**src/rtl/weight_ram_scheduler.sv**
```systemverilog
// Sequencer/arbiter for the divided-clock weight RAM: init phase after reset, then
// read/write arbitration. Optional macro WR_PRIORITY_EN makes writes beat reads.
module weight_ram_scheduler #(
  parameter int N           = 10,
  parameter int ADDR_W      = 7,
  parameter int DEPTH       = 65,
  parameter int RAM_LAT     = 4,
  parameter int INIT_CYCLES = 8
) (
  input  logic              clk,
  input  logic              rst_n,
  input  logic              start_init,
  input  logic              rd_req,
  input  logic [ADDR_W-1:0] rd_addr,
  output logic              rd_gnt,
  output logic              rd_valid,
  input  logic              wr_req,
  input  logic [ADDR_W-1:0] wr_addr,
  output logic              wr_gnt,
  output logic              wr_done,
  output logic              addr_err,
  output logic              ram_in,
  output logic              ram_we,
  output logic [ADDR_W-1:0] ram_address,
  output logic              init_done,
  output logic              busy
);

  localparam int CNT_W = $clog2(INIT_CYCLES * RAM_LAT + RAM_LAT + 1);
  localparam logic [CNT_W-1:0] INIT_LAST = CNT_W'(INIT_CYCLES * RAM_LAT - 1);
  localparam logic [CNT_W-1:0] OP_LAST   = CNT_W'(RAM_LAT - 1);
  localparam logic [ADDR_W:0]  N_X       = (ADDR_W + 1)'(N);
  localparam logic [ADDR_W:0]  DEPTH_X   = (ADDR_W + 1)'(DEPTH);

  typedef enum logic [1:0] {S_INIT, S_READY, S_RD, S_WR} state_t;

  state_t            state_q, state_d;
  logic [CNT_W-1:0]  cnt_q, cnt_d;
  logic [ADDR_W-1:0] addr_d;
  logic              rd_gnt_d, wr_gnt_d, err_d;
  logic              pick_rd, pick_wr;
  logic              rd_bad, wr_bad;

  // Extended by one bit so addresses near the top cannot wrap into range.
  assign rd_bad = ({1'b0, rd_addr} + N_X) > DEPTH_X;
  assign wr_bad = ({1'b0, wr_addr} + N_X) > DEPTH_X;

`ifdef WR_PRIORITY_EN
  assign pick_wr = wr_req;
`else
  logic prefer_rd;

  always_ff @(posedge clk or negedge rst_n) begin
    if (!rst_n)        prefer_rd <= 1'b1;
    else if (rd_gnt_d) prefer_rd <= 1'b0;
    else if (wr_gnt_d) prefer_rd <= 1'b1;
  end

  assign pick_wr = wr_req && (!rd_req || !prefer_rd);
`endif
  assign pick_rd = rd_req && !pick_wr;

  // NOTE: every variable gets a default first so no path leaves one unassigned,
  // which would otherwise infer a latch.
  always_comb begin
    state_d  = state_q;
    cnt_d    = cnt_q;
    addr_d   = ram_address;
    rd_gnt_d = 1'b0;
    wr_gnt_d = 1'b0;
    err_d    = 1'b0;
    case (state_q)
      S_INIT: begin
        // cnt counts cycles ram_in has actually been high, so reset entry and
        // start_init entry give the same init length.
        if (ram_in) begin
          if (cnt_q == INIT_LAST) begin
            state_d = S_READY;
            cnt_d   = '0;
          end else begin
            cnt_d = cnt_q + CNT_W'(1);
          end
        end
      end
      S_READY: begin
        if (start_init) begin
          state_d = S_INIT;
          cnt_d   = '0;
        end else if (pick_rd) begin
          rd_gnt_d = 1'b1;
          if (rd_bad) begin
            err_d = 1'b1;
          end else begin
            state_d = S_RD;
            addr_d  = rd_addr;
            cnt_d   = '0;
          end
        end else if (pick_wr) begin
          wr_gnt_d = 1'b1;
          if (wr_bad) begin
            err_d = 1'b1;
          end else begin
            state_d = S_WR;
            addr_d  = wr_addr;
            cnt_d   = '0;
          end
        end
      end
      S_RD, S_WR: begin
        if (cnt_q == OP_LAST) begin
          state_d = S_READY;
          cnt_d   = '0;
        end else begin
          cnt_d = cnt_q + CNT_W'(1);
        end
      end
      default: begin
        state_d = S_INIT;
        cnt_d   = '0;
      end
    endcase
  end

  // NOTE: sequential state uses non-blocking assignments so every register samples
  // pre-edge values regardless of statement order.
  // Outputs are registered from the next state so reset clears them at once.
  always_ff @(posedge clk or negedge rst_n) begin
    if (!rst_n) begin
      state_q     <= S_INIT;
      cnt_q       <= '0;
      rd_gnt      <= 1'b0;
      wr_gnt      <= 1'b0;
      addr_err    <= 1'b0;
      rd_valid    <= 1'b0;
      wr_done     <= 1'b0;
      ram_in      <= 1'b0;
      ram_we      <= 1'b0;
      ram_address <= '0;
      init_done   <= 1'b0;
      busy        <= 1'b0;
    end else begin
      state_q     <= state_d;
      cnt_q       <= cnt_d;
      rd_gnt      <= rd_gnt_d;
      wr_gnt      <= wr_gnt_d;
      addr_err    <= err_d;
      rd_valid    <= (state_d == S_RD) && (cnt_d == OP_LAST);
      wr_done     <= (state_d == S_WR) && (cnt_d == OP_LAST);
      ram_in      <= (state_d == S_INIT);
      ram_we      <= (state_d == S_WR);
      ram_address <= addr_d;
      init_done   <= (state_d != S_INIT);
      busy        <= (state_d != S_READY);
    end
  end

endmodule
```
**config.mk**
```make
export PLATFORM = sky130hd
export DESIGN_NAME = weight_ram_scheduler
export DESIGN_NICKNAME = d
export VERILOG_FILES = /design/src/rtl/weight_ram_scheduler.sv
export SDC_FILE = /design/constraint.sdc
export NUM_CORES = 1
export LEC_CHECK = 0
export ABC_AREA = 1
export CAP_MARGIN = 25
export CORE_MARGIN = 3
export CORE_UTILIZATION = 25
export CTS_CLUSTER_SIZE = 14
export DETAILED_ROUTE_END_ITERATION = 7
export DONT_BUFFER_PORTS = 1
export HOLD_SLACK_MARGIN = 0.15
export PLACE_DENSITY_LB_ADDON = 0.12
export SETUP_SLACK_MARGIN = 0.4
export SLEW_MARGIN = 20
export SYNTH_ARGS = -nofsm -noshare
export SYNTH_HDL_FRONTEND = slang
export SYNTH_SLANG_ARGS = --single-unit
```
**constraint.sdc**
```tcl
create_clock -name clk -period 2.45 [get_ports clk]
set_clock_uncertainty 0.2 [all_clocks]
set_input_delay 0.3675 -clock clk [delete_from_list [all_inputs] [get_ports clk]]
set_output_delay 0.3675 -clock clk [all_outputs]
set_load 0.03 [all_outputs]
```
# Word-level counts from Yosys, hierarchy flattened
# Index checks and enable logic that the tools add are counted.
op_classes:
  n_eq_ne: 11
  n_bitwise: 1
  n_reduce_logical: 15
  n_addsub: 3
  mux: 37
  magnitude_cmp: 2
ops:
  columns: ["op", "count"]
  rows:
  - ["two-way mux 6 bit", 8]
  - ["two-way mux 7 bit", 4]
  - ["one-hot mux 6 bit (3 select lines)", 1]
  - ["adder 7 x 4 -> 8 bit, second input constant", 2]
  - ["> comparator 8 x 7 -> 1 bit, second input constant", 2]
  - ["two-way mux 2 bit", 8]
  - ["two-way mux 1 bit", 15]
  - ["equality test 6 x 2 -> 1 bit, second input constant", 2]
  - ["equality test 2 bit, second input constant", 4]
  - ["adder 6 x 1 -> 6 bit, second input constant", 1]
  - ["equality test 6 x 5 -> 1 bit, second input constant", 1]
  - ["one-hot mux 2 bit (3 select lines)", 1]
  - ["nonzero test 2 bit", 3]
  - ["AND reduction 5 bit", 1]
  - ["logical AND 1 bit", 4]
  - ["logical NOT 2 bit", 2]
  - ["inequality test 2 bit, second input constant", 2]
  - ["logical NOT 1 bit", 3]
  - ["equality test 2 x 1 -> 1 bit, second input constant", 1]
  - ["inequality test 2 x 1 -> 1 bit, second input constant", 1]
  - ["OR reduction 2 bit", 1]
  - ["logical OR 1 bit", 1]
  - ["inverter 1 bit", 1]
totals:
  in_bits: 19
  word_cells: 82
  register_bits: 25
  out_inout_bits: 16

# Depth between registers and ports, before layout
# Gate-level depths: netlist (run 1).
logic_depth:
  depth_word: 10
  mapped_depth: 15
  depth_no_buf: 15

# Least setup slack after synthesis (run 1)
# Ideal clock, no wire load.
synth_path:
  path_type: "input to register"
  startpoint: "in wr_addr[1]"
  endpoint: "reg ram_address[0]"
  arrival_time_ns: 1.645
  path_stages: 14
  required_time_ns: 2.168
  slack_ns: 0.523
  setup_time_ns: 0.082
  path_buffers: 0
  cell_sequence: "ha_1 inv_1 nand2_1 nor2_1 nand2_1 nand2_1 nand2_1 nand2_2 nand2_1 nand2_1 nand2_2 inv_2 nor2_1 a31oi_1"
synth_between:
  elab_chain_len: 4
synth_lines:
  columns: ["element", "line_no", "source"]
  rows:
  - ["start, declared", "18", "input logic [ADDR_W-1:0] wr_addr,"]
  - ["adder 7 x 4 -> 8 bit", "46", "assign wr_bad = ({1'b0, wr_addr} + N_X) > DEPTH_X;"]
  - ["> comparator 8 x 7 -> 1 bit", "46", null]
  - ["inequality test 2 bit (no line)", null, null]
  - ["AND reduction 5 bit (no line)", null, null]
  - ["end signal, assigned", "151", "ram_address <= addr_d;"]
  - ["end, declared", "24", "output logic [ADDR_W-1:0] ram_address,"]
# Every way passes these cells.
# A chain may end at the register's enable or synchronous reset.

# Worst setup path after layout (run 1)
layout_path:
  startpoint: "in start_init"
  endpoint: "reg rd_valid"
layout_between:
  elab_chain_len: 4
  word_cells_on_any_way: 7
  classes_between: "2 x eq/ne; 4 x mux; 1 x reduce/logical"
layout_lines:
  columns: ["element", "line_no", "source"]
  rows:
  - ["start, declared", "12", "input logic start_init,"]
  - ["two-way mux 6 bit", "86", "if (start_init) begin"]
  - ["one-hot mux 6 bit (3 select lines)", "72", "case (state_q)"]
  - ["named net cnt_d[5]", "38", "logic [CNT_W-1:0] cnt_q, cnt_d;"]
  - ["equality test 6 x 2 -> 1 bit", "147", "rd_valid <= (state_d == S_RD) && (cnt_d == OP_LAST);"]
  - ["logical AND 1 bit", "147", null]
  - ["end signal, assigned", "147", null]
  - ["end, declared", "16", "output logic rd_valid,"]
# The timed path passes the listed nets, and every way through them passes these cells.

==> flow_summary.json, run 1 <==
{
  "status": "finished, final reports clean",
  "cell_area_after_technology_mapping_um2": 1610,
  "routed-via-count": 1357,
  "first_pass_grt_wire_length_mm": 6.91,
  "power_w": 0.00199,
  "net-switching-power_w": 0.000956,
  "cp.arrival_ns": 1.90,
  "grt_setup_unrepaired": "yes",
  "hp-start": "rd_req",
  "worst_setup_path_start_kind": "primary input",
  "syn2layout_area_growth_pct": 23.9,
  "max_cap_viol_count": 0,
  "io_pins": 35,
  "via_to_cell_ratio": 4.41,
  "power_density_over_the_cells_nw_per_um2": 998,
  "post_dp_hpwl_mm": 3.14,
  "sequential_cell_area_um2": 628,
  "ys.flop_type": "dfrtp_1",
  "r2r_setup_slack_ns": 0.54,
  "drc": 0,
  "synth.lib_cells_used.distinct": 30,
  "dieArea_um2": 7450,
  "p_clk_share_pct": 12.9,
  "cpMostUsedCell": "nor2_2",
  "ys_ff_latch": 25,
  "avgRoutedWirePerCell_um": 13.1,
  "nNetsFinal": 256,
  "cts-root-buf": "clkbuf_8",
  "worst-r2r-cell-count": 10,
  "cpMaxStageDelayCell": "dlygate4sd3_1",
  "grt_start_max_net_pins": 26,
  "drt_pre_antenna_iters": 4,
  "fp.coreArea_um2": 6100,
  "fin_ws_ns": 0.531,
  "relative_slew_margins_pct": 65.9,
  "synth.yosys.seq_area_share_pct": 38.9,
  "power.share.sequential_pct": 42.1,
  "post-place-ws_ns": 0.300,
  "initial_core_util_pct": 26.5,
  "finalHoldViolations": 0,
  "gp_congestion": 0.809,
  "max_clk_rate_ghz": 0.521,
  "synth-edff-count": 0,
  "io_buffer_count": 0,
  "synth_fp_nets": 230,
  "die_x_um": 86.3,
  "worstPathRequired_ns": 2.43,
  "comb_power_share_pct": 45.0,
  "min_delay_path_depth": 2,
  "cts-htree-levels": 1,
  "timing.setup.critical_path_class": "primary input to register",
  "placement_rows": 28,
  "die_height_um": 86.3,
  "crit_buf_inv": 2,
  "synth-async-reset-ratio_pct": 100,
  "worst_pin_slew_ns": 0.512,
  "grt.overflow.total": 0,
  "grt_pass1_vias": 1373,
  "cts_inserted_buffers": 3,
  "cellInternalPower_w": 0.00104,
  "static-leakage-power_nw": 0.994,
  "timing.critical_path.to_type": "register",
  "crit-reg2reg-launch": "cnt_q[0]$_DFF_PN0_",
  "reg2reg_to": "rd_valid$_DFF_PN0_",
  "total_of_fill_cells_in_the_finished_design": 658,
  "critical_path.cell_chain": "dlygate4sd3_1 > nor2_8 > inv_1 > a21oi_4 > nand2_1 > nand3_1 > nor2_2 > nand3_2 > nor2_2",
  "tns_setup_ns": 0,
  "slew_viol_final": 0,
  "finalWorstPathRequiredPeriod_ns": 1.92,
  "layout_worst_path_cycle_share_pct": 78.3,
  "antenna_cells_inserted": 0,
  "worst_setup_hold_path_clk_slew_ns": 0.09,
  "netlist_instances": 208,
  "power_switching_share_pct": 48.0,
  "crit_path_max_incr_delay_ns": 0.63,
  "antenna_violations_before_repair": 0,
  "worst_path_dominant_cell_family": "buffers and inverters",
  "cts_max_path_buffers": 2,
  "tritoncts": "yes",
  "antenna_violating_nets_post_route": 0,
  "setup_viol_count_final": 0,
  "final_area_um2": 2000,
  "groute.usage.overall_pct": 11.7,
  "hp-class": "primary input to register",
  "multi_input_comb_area_um2": 875,
  "clock_sink_count": 25,
  "synthesis.yosys.warnings": 0,
  "fin_worst_hold_slack_ns": 0.138,
  "post_route_cells_drive_above_1_share_pct": 23.6,
  "hold-path-endpoint": "addr_err$_DFF_PN0_",
  "drt_iter0_drc": 70,
  "synthesis.area_per_instance_um2": 7.75,
  "power.ir.vdd_worst_uv": 334,
  "dpl-instance-area_um2": 1710,
  "critPathMaxFanout": 5,
  "drt-total-wl_mm": 4.04,
  "clk-insertion-delay-late_ns": 0.28
}
==> cells in the mapped netlist, types with 2 or more instances <==
| cell type | instances | area, µm² |
|---|---|---|
| nor2_1 | 16 | 60.1 |
| dfrtp_1 | 24 | 601 |
| nor3_2 | 2 | 20.0 |
| nand4_1 | 4 | 25.0 |
| nand3_2 | 7 | 70.1 |
| o21ai_0 | 6 | 30.0 |
| nand2_1 | 56 | 210 |
| nand2_4 | 2 | 22.5 |
| nor2_8 | 2 | 40.0 |
| a21oi_1 | 7 | 35.0 |
| inv_2 | 9 | 33.8 |
| ha_1 | 3 | 37.5 |
| nand2_2 | 7 | 43.8 |
| clkinv_1 | 2 | 7.51 |
| a21oi_4 | 2 | 32.5 |
| nor2_2 | 8 | 50.1 |
| nand3_1 | 10 | 50.1 |
| a31oi_1 | 5 | 31.3 |
| xor2_1 | 4 | 35.0 |
| inv_1 | 22 | 82.6 |
==> worst max-delay path by stage <==
| stage | startpoint | to | slack (ns) | cells after the start |
|---|---|---|---|---|
| 6_report | start_init | rd_valid$_DFF_PN0_ | 0.53 | 9 |
| 5_1_grt | prefer_rd$_DFFE_PN1P_ | rd_valid$_DFF_PN0_ | 0.40 | 10 |
| 4_1_cts | cnt_q[0]$_DFF_PN0_ | wr_done$_DFF_PN0_ | 0.42 | 10 |
| 3_5_place_dp | wr_addr[1] | ram_address[1]$_DFFE_PN0P_ | 0.30 | 14 |
| 3_3_place_gp | wr_addr[1] | ram_address[0]$_DFFE_PN0P_ | 0.30 | 14 |
| 2_1_floorplan | wr_addr[1] | ram_address[0]$_DFFE_PN0P_ | 0.52 | 14 |
==> through the flow <==
stage	instances	utilization (%)
3_5_place_dp	283	28.0
2_1_floorplan	208	-
4_1_cts	304	31.8
3_3_place_gp	283	28.0
5_1_grt	308	32.8
6_report	308	32.8
==> placed cells by master (no fill, tap or decap) <==
| cell type | count |
|---|---|
| nand2_2 | 5 |
| a31oi_1 | 5 |
| nand3_1 | 9 |
| dfrtp_1 | 23 |
| dfstp_2 | 1 |
| nand4_1 | 4 |
| nand2_1 | 56 |
| dlygate4sd3_1 | 16 |
| a21oi_4 | 2 |
| o21ai_1 | 2 |
| nor3_2 | 1 |
| inv_1 | 22 |
| clkinv_4 | 1 |
| nor2_2 | 8 |
| o21ai_0 | 5 |
| ha_1 | 2 |
| a21oi_1 | 7 |
| a21boi_0 | 1 |
| buf_4 | 5 |
| xor2_1 | 4 |
| nor2_1 | 16 |
| o32ai_1 | 1 |
| o31ai_1 | 1 |
| clkinvlp_4 | 1 |
| ha_2 | 1 |
| nand3_2 | 8 |
| o211ai_1 | 1 |
| clkinv_1 | 2 |
| nand2_4 | 4 |
| clkbuf_8 | 3 |
| buf_12 | 1 |
| nor3_1 | 1 |
| inv_2 | 8 |
| dfrtp_2 | 1 |
| nor2_8 | 2 |
| o21ai_4 | 1 |
| nor3_4 | 1 |
| inv_4 | 1 |
==> per-layer routing <==
layer  global-route usage, %  vias to the layer above  wire [µm]
met2                    18.0                       28       1890
li1                        -                      713          -
met4                    5.38                        0         85
met3                    1.52                        6        137
met1                    16.2                      610       1930
met5                       0                        -          0
==> power groups by stage <==
| stage | logic [W] | registers [W] | clock network, W |
|---|---|---|---|
| after floorplan | 0.000676 | 0.000792 | 0 |
| after global placement | 0.000812 | 0.000860 | 0 |
| after CTS | 0.000840 | 0.000842 | 0.000268 |
| after detailed placement | 0.000795 | 0.000851 | 0 |
| final | 0.000898 | 0.000839 | 0.000257 |
| after global routing | 0.00102 | 0.000853 | 0.000290 |
==> timing repair <==
| action | CTS | global route |
|---|---|---|
| resized for setup | 0 | 9 |
| setup endpoints to repair | 0 | 7 |
| hold endpoints to repair | 37 | 0 |
| hold buffers | 17 | 0 |
| buffers inserted | 0 | 4 |
==> layout make-up <==
type                       instances  share of cell area (%)
inverter                          34                    6.76
clock inverter                     1                   0.376
sequential                        25                    31.4
timing repair buffer              22                    10.9
tap                               75                    4.70
multi-input combinational        148                    43.8
clock buffer                       3                    2.07
==> flip-flops by register name (all words and copies together), names as in the netlist <==
name,cells
wr_done,1
init_done,1
ram_in,1
cnt_q,6
rd_valid,1
rd_gnt,1
wr_gnt,1
addr_err,1
ram_address,7
busy,1
prefer_rd,1
state_q,2
ram_we,1
==> logic make-up after synthesis <==
family / share of synthesized area [%]
and+or+nand+nor: 37.0
DFF: 38.9
buffers and inverters: 8.38
adders and majority gates: 2.33
AOI/OAI and AO/OA: 11.2
xor gates and xnor gates: 2.17
No activity file was read; power rests on OpenSTA's default activity.
==> run 2, diff against run 1 <==
==> constraint.sdc (replaced) <==
create_clock -name clk -period 1.7 [get_ports clk]
set_clock_uncertainty 0.2 [all_clocks]
set_input_delay 0.255 -clock clk [delete_from_list [all_inputs] [get_ports clk]]
set_output_delay 0.255 -clock clk [all_outputs]
set_load 0.03 [all_outputs]
==> flow_summary.json, run 2 (same netlist as run 1, synthesis figures left out) <==
{
  "placement_rows": 28,
  "clock_sink_count": 25,
  "cp.arrival_ns": 1.85,
  "dpl-instance-area_um2": 2010,
  "dieArea_um2": 7450,
  "post-place-ws_ns": -0.186,
  "initial_core_util_pct": 26.5,
  "grt_start_max_net_pins": 26,
  "mostFrequentLayoutCells": "49 x nand2_1, 29 x buf_4, 23 x dfrtp_1, 19 x inv_1",
  "finish.utilization_pct": 40.2,
  "drt-total-wl_mm": 4.53,
  "setup_viol_count_final": 16,
  "fin_worst_hold_slack_ns": 0.0112,
  "cellInternalPower_w": 0.00206,
  "finalHoldViolations": 0,
  "reg_top3": "ram_address (7), cnt_q (6), state_q (2)",
  "timing.setup.critical_path_class": "register to register",
  "comb_power_share_pct": 58.4,
  "max_clk_rate_ghz": 0.546,
  "first_pass_grt_wire_length_mm": 7.84,
  "post_route_cells_drive_above_1_share_pct": 42.9,
  "critPathMaxFanout": 8,
  "power.share.sequential_pct": 31.6,
  "most_common_cell_after_layout_fill_and_taps_aside": "nand2_1",
  "tritoncts": "yes",
  "clk-insertion-delay-late_ns": 0.27,
  "routed-via-count": 1535,
  "antenna_violations_before_repair": 0,
  "fp.coreArea_um2": 6100,
  "top_register": "ram_address",
  "tns_setup_ns": -1.27,
  "grt_pass1_vias": 1621,
  "slew_viol_final": 0,
  "worst_setup_hold_path_clk_slew_ns": 0.10,
  "gp_congestion": 0.799,
  "p_clk_share_pct": 10.1,
  "cts_inserted_buffers": 3,
  "die_x_um": 86.3,
  "hp-class": "primary input to register",
  "nNetsFinal": 289,
  "die_height_um": 86.3,
  "max_cap_viol_count": 0,
  "io_pins": 35,
  "antenna_violating_nets_post_route": 0,
  "timing.critical_path.to_type": "register",
  "largest_register_ffs": 7,
  "layout_worst_path_cycle_share_pct": 108,
  "worstPathRequired_ns": 1.71,
  "relative_slew_margins_pct": 78.0,
  "drt_pre_antenna_iters": 4,
  "worst_pin_slew_ns": 0.326,
  "final_area_um2": 2450,
  "drc": 0,
  "static-leakage-power_nw": 1.20,
  "via_to_cell_ratio": 4.50,
  "grt_setup_unrepaired": "yes",
  "post_dp_hpwl_mm": 3.43,
  "antenna_cells_inserted": 0,
  "io_buffer_count": 0,
  "status": "finished with violations",
  "cts_max_path_buffers": 2,
  "postCtsHoldBufs": 15,
  "fin_ws_ns": -0.133,
  "groute.usage.overall_pct": 13.1,
  "power_switching_share_pct": 44.7,
  "finalWorstPathRequiredPeriod_ns": 1.83,
  "cts-root-buf": "clkbuf_8",
  "avgRoutedWirePerCell_um": 13.3,
  "violations": "setup timing",
  "worst-r2r-cell-count": 10,
  "net-switching-power_w": 0.00167,
  "grt.overflow.total": 0,
  "drt_iter0_drc": 57,
  "min_delay_path_depth": 4,
  "syn2layout_area_growth_pct": 52.0,
  "power_density_over_the_cells_nw_per_um2": 1520,
  "power.ir.vdd_worst_uv": 670,
  "cts-htree-levels": 1,
  "worst_setup_path_start_kind": "register"
}
## run 2: cell types whose count changed in the layout (fill, tap and decap cells not counted), sizes merged
cell / before / now
clkinvlp: 1 / 2
clkinv: 3 / 1
buf: 6 / 40
inv: 31 / 33
dlygate4sd3: 16 / 14
## run 2: power by group through the flow
| stage | Sequential [W] | Clock, W | Combinational [W] |
|---|---|---|---|
| 5_1_grt | 0.00120 | 0.000419 | 0.00241 |
| 2_1_floorplan | 0.00115 | 0 | 0.00104 |
| 4_1_cts | 0.00118 | 0.000390 | 0.00196 |
| 3_5_place_dp | 0.00118 | 0 | 0.00169 |
| 6_report | 0.00118 | 0.000375 | 0.00217 |
| 3_3_place_gp | 0.00118 | 0 | 0.00173 |
## run 2: area by class of cell
| cell class | instances | area, µm² |
|---|---|---|
| Timing Repair inverter | 1 | 7.51 |
| Multi-Input combinational cell | 148 | 1040 |
| Inverter | 34 | 141 |
| Sequential cell | 25 | 628 |
| Fill cell | 663 | 3640 |
| Clock buffer | 3 | 41.3 |
| Clock inverter | 1 | 7.51 |
| Timing Repair Buffer | 54 | 490 |
| Tap cell | 75 | 93.8 |
## run 2: worst max-delay path, stage by stage (launching register included)
cell     delay, ns
dfstp_2       0.57
o21ai_4       0.09
nor2_2        0.12
nand3_2       0.10
nand2_4       0.09
nand2_2       0.08
nand2_2       0.12
nand2_8       0.10
nand2_4       0.12
nand4_1       0.10
nor2_2        0.09
## run 2: per-layer routing
layer	vias up	track usage, %	routed length (µm)
met5	-	0	0
met1	724	17.9	2080
li1	784	-	-
met2	25	21.4	2200
met4	0	2.55	37
met3	2	3.04	218
## run 2: worst paths after layout
check	startpoint	end	slack [ns]
max reg2reg	prefer_rd$_DFFE_PN1P_	rd_valid$_DFF_PN0_	-0.13
min reg2reg	prefer_rd$_DFFE_PN1P_	prefer_rd$_DFFE_PN1P_	0.45
max in group asynchronous	rst_n	prefer_rd$_DFFE_PN1P_	0.86
min in group asynchronous	rst_n	cnt_q[4]$_DFF_PN0_	0.21
max	prefer_rd$_DFFE_PN1P_	rd_valid$_DFF_PN0_	-0.13
min	start_init	rd_gnt$_DFF_PN0_	0.01
## run 2: stage by stage
stage	instances	total power, W
detailed placement	316	0.00287
global placement	316	0.00291
CTS	338	0.00353
floorplan	208	0.00219
finish	341	0.00373
global route	341	0.00404
## run 2: repair_timing
item,CTS,global route
buffers inserted,2,3
cloned,1,0
pin swaps,7,4
endpoints found under the hold margin,36,9
setup endpoints to repair,25,29
resized for setup,19,26
